**config.mk**
```make
export PLATFORM = sky130hd
export DESIGN_NAME = dbg_halt_ctrl
export DESIGN_NICKNAME = d
export VERILOG_FILES = /design/src/rtl/dbg_halt_ctrl.sv
export SDC_FILE = /design/constraint.sdc
export NUM_CORES = 1
export LEC_CHECK = 0
export CAP_MARGIN = 20
export CORE_UTILIZATION = 42
export DETAILED_ROUTE_END_ITERATION = 10
export PLACE_DENSITY = 0.73
export SYNTH_ARGS = -nofsm -noshare
export SYNTH_HDL_FRONTEND = slang
export SYNTH_SLANG_ARGS = --single-unit
export TNS_END_PERCENT = 5
```
**constraint.sdc**
```tcl
create_clock -name clk -period 2.4 [get_ports clk]
set_clock_uncertainty 0.2 [all_clocks]
set_input_delay 0.72 -clock clk [delete_from_list [all_inputs] [get_ports clk]]
set_output_delay 0.72 -clock clk [all_outputs]
set_load 0.02 [all_outputs]
```
**src/rtl/dbg_halt_ctrl.sv**
```systemverilog
// dbg_halt_ctrl: debug halt sequencer sitting between the halt/ack CSR and the core.
//   RUN -> DRAIN (stall, wait for idle or timeout) -> HALTED (dbg_mode) -> RESUME (settle) -> RUN.
//   All outputs are registered. Reset is synchronous, active-high.
// Optional feature macro: DBG_HALT_STEP_EN
//   Defined     : single-step support (HALTED --step_req--> STEP --instr_retire--> DRAIN).
//   Not defined : STEP is unreachable; step_req and instr_retire are ignored.
module dbg_halt_ctrl #(
    parameter int DRAIN_TIMEOUT = 16,  // max DRAIN cycles before a forced halt (>=1)
    parameter int RESUME_DLY    = 2    // cycles core_stall stays high after dbg_mode drops (>=1)
) (
    input  logic       clk,
    input  logic       rst,
    input  logic       halt_req,
    input  logic       core_idle,
    input  logic       err_clr,
    input  logic       step_req,
    input  logic       instr_retire,
    output logic       core_stall,
    output logic       dbg_mode,
    output logic       timeout_err,
    output logic [2:0] state_o
);

    // Shared drain/resume counter sized for the larger of the two bounds.
    localparam int MAX_CNT = (DRAIN_TIMEOUT > RESUME_DLY) ? DRAIN_TIMEOUT : RESUME_DLY;
    localparam int CNT_W   = $clog2(MAX_CNT + 1);

    localparam logic [CNT_W-1:0] DRAIN_LAST  = CNT_W'(DRAIN_TIMEOUT - 1);
    localparam logic [CNT_W-1:0] RESUME_LAST = CNT_W'(RESUME_DLY - 1);
    localparam logic [CNT_W-1:0] CNT_ONE     = CNT_W'(1);

    typedef enum logic [2:0] {
        ST_RUN    = 3'd0,
        ST_DRAIN  = 3'd1,
        ST_HALTED = 3'd2,
        ST_RESUME = 3'd3,
        ST_STEP   = 3'd4
    } state_t;

    state_t           state;
    logic [CNT_W-1:0] cnt;

`ifndef DBG_HALT_STEP_EN
    // Step inputs are kept on the port list but have no function in this build.
    logic unused_step;
    assign unused_step = step_req ^ instr_retire;
`endif

    assign state_o = state;

    // Sequencer: state, counter and registered outputs all update together from one block.
    // NOTE: sequential state uses non-blocking assignments so every register here sees the
    //       pre-edge values of the others; blocking assignments would make order matter.
    always_ff @(posedge clk) begin
        if (rst) begin
            state       <= ST_RUN;
            cnt         <= '0;
            core_stall  <= 1'b0;
            dbg_mode    <= 1'b0;
            timeout_err <= 1'b0;
        end else begin
            // Clear first; a timeout later in this block overrides it (set wins).
            if (err_clr) begin
                timeout_err <= 1'b0;
            end

            case (state)
                ST_RUN: begin
                    if (halt_req) begin
                        state      <= ST_DRAIN;
                        cnt        <= '0;
                        core_stall <= 1'b1;
                        dbg_mode   <= 1'b0;
                    end
                end

                ST_DRAIN: begin
                    cnt <= cnt + CNT_ONE;
                    if (!halt_req) begin
                        // Request withdrawn before the core drained: abort silently.
                        state      <= ST_RUN;
                        core_stall <= 1'b0;
                        dbg_mode   <= 1'b0;
                    end else if (core_idle) begin
                        // Idle beats timeout when both occur in the same cycle.
                        state      <= ST_HALTED;
                        core_stall <= 1'b1;
                        dbg_mode   <= 1'b1;
                    end else if (cnt == DRAIN_LAST) begin
                        state       <= ST_HALTED;
                        core_stall  <= 1'b1;
                        dbg_mode    <= 1'b1;
                        timeout_err <= 1'b1;
                    end
                end

                ST_HALTED: begin
                    if (!halt_req) begin
                        // Resume has priority over a simultaneous step request.
                        state      <= ST_RESUME;
                        cnt        <= '0;
                        core_stall <= 1'b1;
                        dbg_mode   <= 1'b0;
`ifdef DBG_HALT_STEP_EN
                    end else if (step_req) begin
                        state      <= ST_STEP;
                        core_stall <= 1'b0;
                        dbg_mode   <= 1'b0;
`endif
                    end
                end

                ST_RESUME: begin
                    cnt <= cnt + CNT_ONE;
                    if (halt_req) begin
                        // Core is still stalled and idle, so re-halt without draining.
                        state      <= ST_HALTED;
                        core_stall <= 1'b1;
                        dbg_mode   <= 1'b1;
                    end else if (cnt == RESUME_LAST) begin
                        state      <= ST_RUN;
                        core_stall <= 1'b0;
                        dbg_mode   <= 1'b0;
                    end
                end

`ifdef DBG_HALT_STEP_EN
                ST_STEP: begin
                    if (!halt_req) begin
                        state      <= ST_RUN;
                        core_stall <= 1'b0;
                        dbg_mode   <= 1'b0;
                    end else if (instr_retire) begin
                        // One instruction done: drain again under the normal rules.
                        state      <= ST_DRAIN;
                        cnt        <= '0;
                        core_stall <= 1'b1;
                        dbg_mode   <= 1'b0;
                    end
                end
`endif

                default: begin
                    // Unused encodings (and STEP when stepping is compiled out) recover to RUN.
                    state      <= ST_RUN;
                    cnt        <= '0;
                    core_stall <= 1'b0;
                    dbg_mode   <= 1'b0;
                end
            endcase
        end
    end

endmodule

```
==> impl_metrics.xml <==
<?xml version="1.0" encoding="UTF-8"?>
<metrics>
  <group name="cts">
    <metric name="post_cts_resize_count" unit="">0</metric>
    <metric name="holdBufCountCts" unit="">0</metric>
    <metric name="numCtsBuffers" unit="">3</metric>
    <metric name="cts_tree" unit="">built</metric>
    <metric name="path_clk_slew" unit="ps">70</metric>
    <metric name="clock_insertion_delay_worst_skew" unit="ps">270</metric>
    <metric name="deepest_clock_path_buffer_count" unit="">2</metric>
    <metric name="cts.root.buffer_cell" unit="">clkbuf_4</metric>
    <metric name="clkSinkCount" unit="">10</metric>
    <metric name="post-cts-setup-buffer-count" unit="">0</metric>
    <metric name="clock_tree.htree_level_count" unit="">1</metric>
  </group>
  <group name="logic_synthesis">
    <metric name="post_syn_nets" unit="">79</metric>
    <metric name="ys_types" unit="">31</metric>
    <metric name="avgSynthCellArea" unit="um^2">8.414</metric>
    <metric name="yosysWarnings" unit="">0</metric>
    <metric name="synth-seq-cells" unit="">10</metric>
    <metric name="netlist_instances" unit="">69</metric>
    <metric name="syn-cell-area" unit="um^2">580.6</metric>
    <metric name="synth-seq-area-share" unit="%">34.48</metric>
  </group>
  <group name="layout">
    <metric name="final_common_cell" unit="">dfxtp_1</metric>
    <metric name="num-nets-final" unit="">90</metric>
    <metric name="antennaDiodeCount" unit="">0</metric>
    <metric name="layout.filler_cells" unit="">130</metric>
    <metric name="highest_count_cells_in_the_layout_ignoring_fill_and_taps" unit="">dfxtp_1 (10), clkdlybuf4s50_1 (9), a21oi_1 (7), nand3_1 (7), nand2b_1 (4)</metric>
    <metric name="synthToLayoutAreaGrowth" unit="%">23.06</metric>
    <metric name="final_layout_size_suffix_gt1_share" unit="%">11.39</metric>
  </group>
  <group name="drt">
    <metric name="drt-initial-drc-count" unit="">7</metric>
    <metric name="route.vias.total" unit="">515</metric>
    <metric name="routed_wirelength" unit="mm">1.116</metric>
    <metric name="viasPerCell" unit="">5.479</metric>
    <metric name="detailedRoute.firstPassIterationCount" unit="">4</metric>
    <metric name="drt-wirelength-per-cell" unit="um">11.87</metric>
    <metric name="ant_nets" unit="">0</metric>
    <metric name="drc" unit="">0</metric>
  </group>
  <group name="worst_setup_path">
    <metric name="type_of_destination_of_the_critical_path" unit="">output port</metric>
    <metric name="timing.reg2reg.setup_slack" unit="ps">370</metric>
    <metric name="startpoint_type" unit="">flip-flop</metric>
    <metric name="cp_max_fo" unit="">3</metric>
    <metric name="timing.critical_path.slowest_stage_cell" unit="">clkdlybuf4s50_1</metric>
    <metric name="critical_path_cell_by_cell" unit="">clkdlybuf4s50_1</metric>
    <metric name="critPathMaxStageDelay" unit="ps">610</metric>
    <metric name="crit_type" unit="">flip-flop to output port</metric>
    <metric name="critical_path_buffer_and_inverter_count" unit="">1</metric>
    <metric name="worst_ep_arrival_time" unit="ps">1220</metric>
    <metric name="cp_data_required_time" unit="ps">1480</metric>
    <metric name="crit_family" unit="">buffers and inverters</metric>
  </group>
  <group name="run">
    <metric name="max_cap_violations" unit="">0</metric>
  </group>
  <group name="global_route">
    <metric name="grt_usage" unit="%">17.66</metric>
    <metric name="grt_max_degree" unit="">17</metric>
    <metric name="grt_first_pass_wirelength" unit="mm">1.787</metric>
    <metric name="grt_pass1_vias" unit="">426</metric>
    <metric name="groute.layer.met3.usage" unit="%">5.202</metric>
    <metric name="use_met1" unit="%">22.15</metric>
    <metric name="top_usage_layer" unit="">met2</metric>
    <metric name="grt_remaining_overflow" unit="">0</metric>
    <metric name="globalRouteMet2Util" unit="%">26.25</metric>
    <metric name="grt_antenna_before_repair" unit="">0</metric>
  </group>
  <group name="power_and_ir_drop">
    <metric name="power.ir.vdd_worst" unit="V">0.0004315</metric>
    <metric name="total_leakage_power" unit="nW">0.2526</metric>
    <metric name="p_per_area" unit="nW/um^2">568.9</metric>
    <metric name="post-layout-total-power" unit="uW">406.5</metric>
  </group>
  <group name="sta">
    <metric name="fin_crit_sh" unit="%">89.10</metric>
    <metric name="worst_hold_slack" unit="ps">284.7</metric>
    <metric name="clock.fmax" unit="MHz">467.7</metric>
    <metric name="finalWorstPathRequiredPeriod" unit="ps">2138</metric>
    <metric name="setup_tns" unit="ps">0</metric>
    <metric name="setup-violations-final" unit="">0</metric>
    <metric name="hold_viol" unit="">0</metric>
    <metric name="timing_max_transition_violations_final" unit="">0</metric>
    <metric name="grt_setup_unrepaired" unit="">false</metric>
  </group>
  <group name="floorplan">
    <metric name="chipHeight" unit="um">39.18</metric>
    <metric name="number_of_standard_cell_rows_in_the_floorplan" unit="">13</metric>
    <metric name="design.portCount" unit="">13</metric>
    <metric name="initial_core_util" unit="%">44.62</metric>
    <metric name="fp.dieArea" unit="um^2">1535</metric>
    <metric name="placeableCoreArea" unit="um^2">1301</metric>
    <metric name="chipWidth" unit="um">39.18</metric>
  </group>
  <group name="placement">
    <metric name="detailed_place_hpwl" unit="um">803.5</metric>
    <metric name="gpl.final_weighted_congestion" unit="">0.7512</metric>
    <metric name="port_buffers" unit="">9</metric>
  </group>
  <group name="min_path">
    <metric name="worstHoldPathType" unit="">flip-flop to flip-flop</metric>
  </group>
  <group name="outcome">
    <metric name="run_status" unit="">finished clean</metric>
  </group>
</metrics>
[cell usage after synthesis]
cell type / n / area share, %
a21oi_1: 7 / 6.0
dfxtp_1: 10 / 34
ha_1: 3 / 6.5
nor3_1: 2 / 1.7
o22ai_1: 1 / 1.1
nor2_1: 1 / 0.65
and3_1: 1 / 1.1
a31oi_1: 3 / 3.2
buf_4: 1 / 1.3
xnor2_1: 1 / 1.5
nand4_1: 1 / 1.1
or4b_4: 1 / 2.4
nand3b_1: 1 / 1.3
nand3_1: 7 / 6.0
nand2_1: 3 / 1.9
o211ai_1: 1 / 1.3
conb_1: 1 / 0.65
o21a_1: 1 / 1.3
nor2b_1: 2 / 2.2
o21ai_0: 2 / 1.7
inv_1: 3 / 1.9
a311oi_1: 1 / 1.5
xnor2_2: 1 / 2.8
nand2b_1: 4 / 4.3
and2_1: 1 / 1.1
buf_1: 1 / 0.65
or2b_1: 2 / 2.6
or3_1: 1 / 1.1
buf_2: 3 / 2.6
a221oi_2: 1 / 2.6
or3b_1: 1 / 1.5
[cells by family after synthesis]
logic type / synth area share, %
simple gates: 28.88
compound gates: 18.75
flops: 34.48
buf+inv: 6.464
fa+ha+maj: 6.466
xor+xnor: 4.311
other cells: 0.6459
[metrics by stage]
stage          cell area [um^2]  setup slack (ps)  utilization [%]  cells
5_1_grt                   714.4             219.8            54.90     94
4_1_cts                   714.4             254.2            54.90     94
3_3_place_gp              678.2             142.2            52.12     90
2_1_floorplan             580.6             483.2                -     69
6_report                  714.4             261.7            54.90     94
3_5_place_dp              678.2             125.8            52.12     90
[power by group]
group	internal, mW	leakage, nW	switching, mW
Combinational	0.0356	0.150	0.0403
Clock	0.0923	0.0210	0.0617
Sequential	0.172	0.0814	0.00435
Total	0.300	0.253	0.106
[area by class of cell]
cell class	count	area, um^2	area share [%]
Clock buffer	4	36.28	5.079
Tap cell	15	18.77	2.627
Inverter	3	11.26	1.576
Sequential cell	10	200.2	28.02
Multi-Input combinational cell	51	342.8	47.99
Timing Repair Buffer	11	105.1	14.71
[final timing paths]
check / start / end / depth (start not counted)
max: dbg_mode / dbg_mode / 1
min reg2reg: timeout_err / timeout_err / 2
max reg2reg: cnt[0] / core_stall / 6
min: timeout_err / timeout_err / 2
[registers in the layout (all words and copies together) (netlist names), named ones only]
name	cells
dbg_mode	1
core_stall	1
timeout_err	1
state_o	1
cnt	5
[routing by layer]
metal  up-vias  routed length (um)  part of all wire, %
li1        265                   -                    -
met1       234                 522                   47
met2        10                 512                   46
met3         6                  44                  3.9
met4         0                  36                  3.2
met5         -                   0                    0
Power figures use the tool's default switching activity.
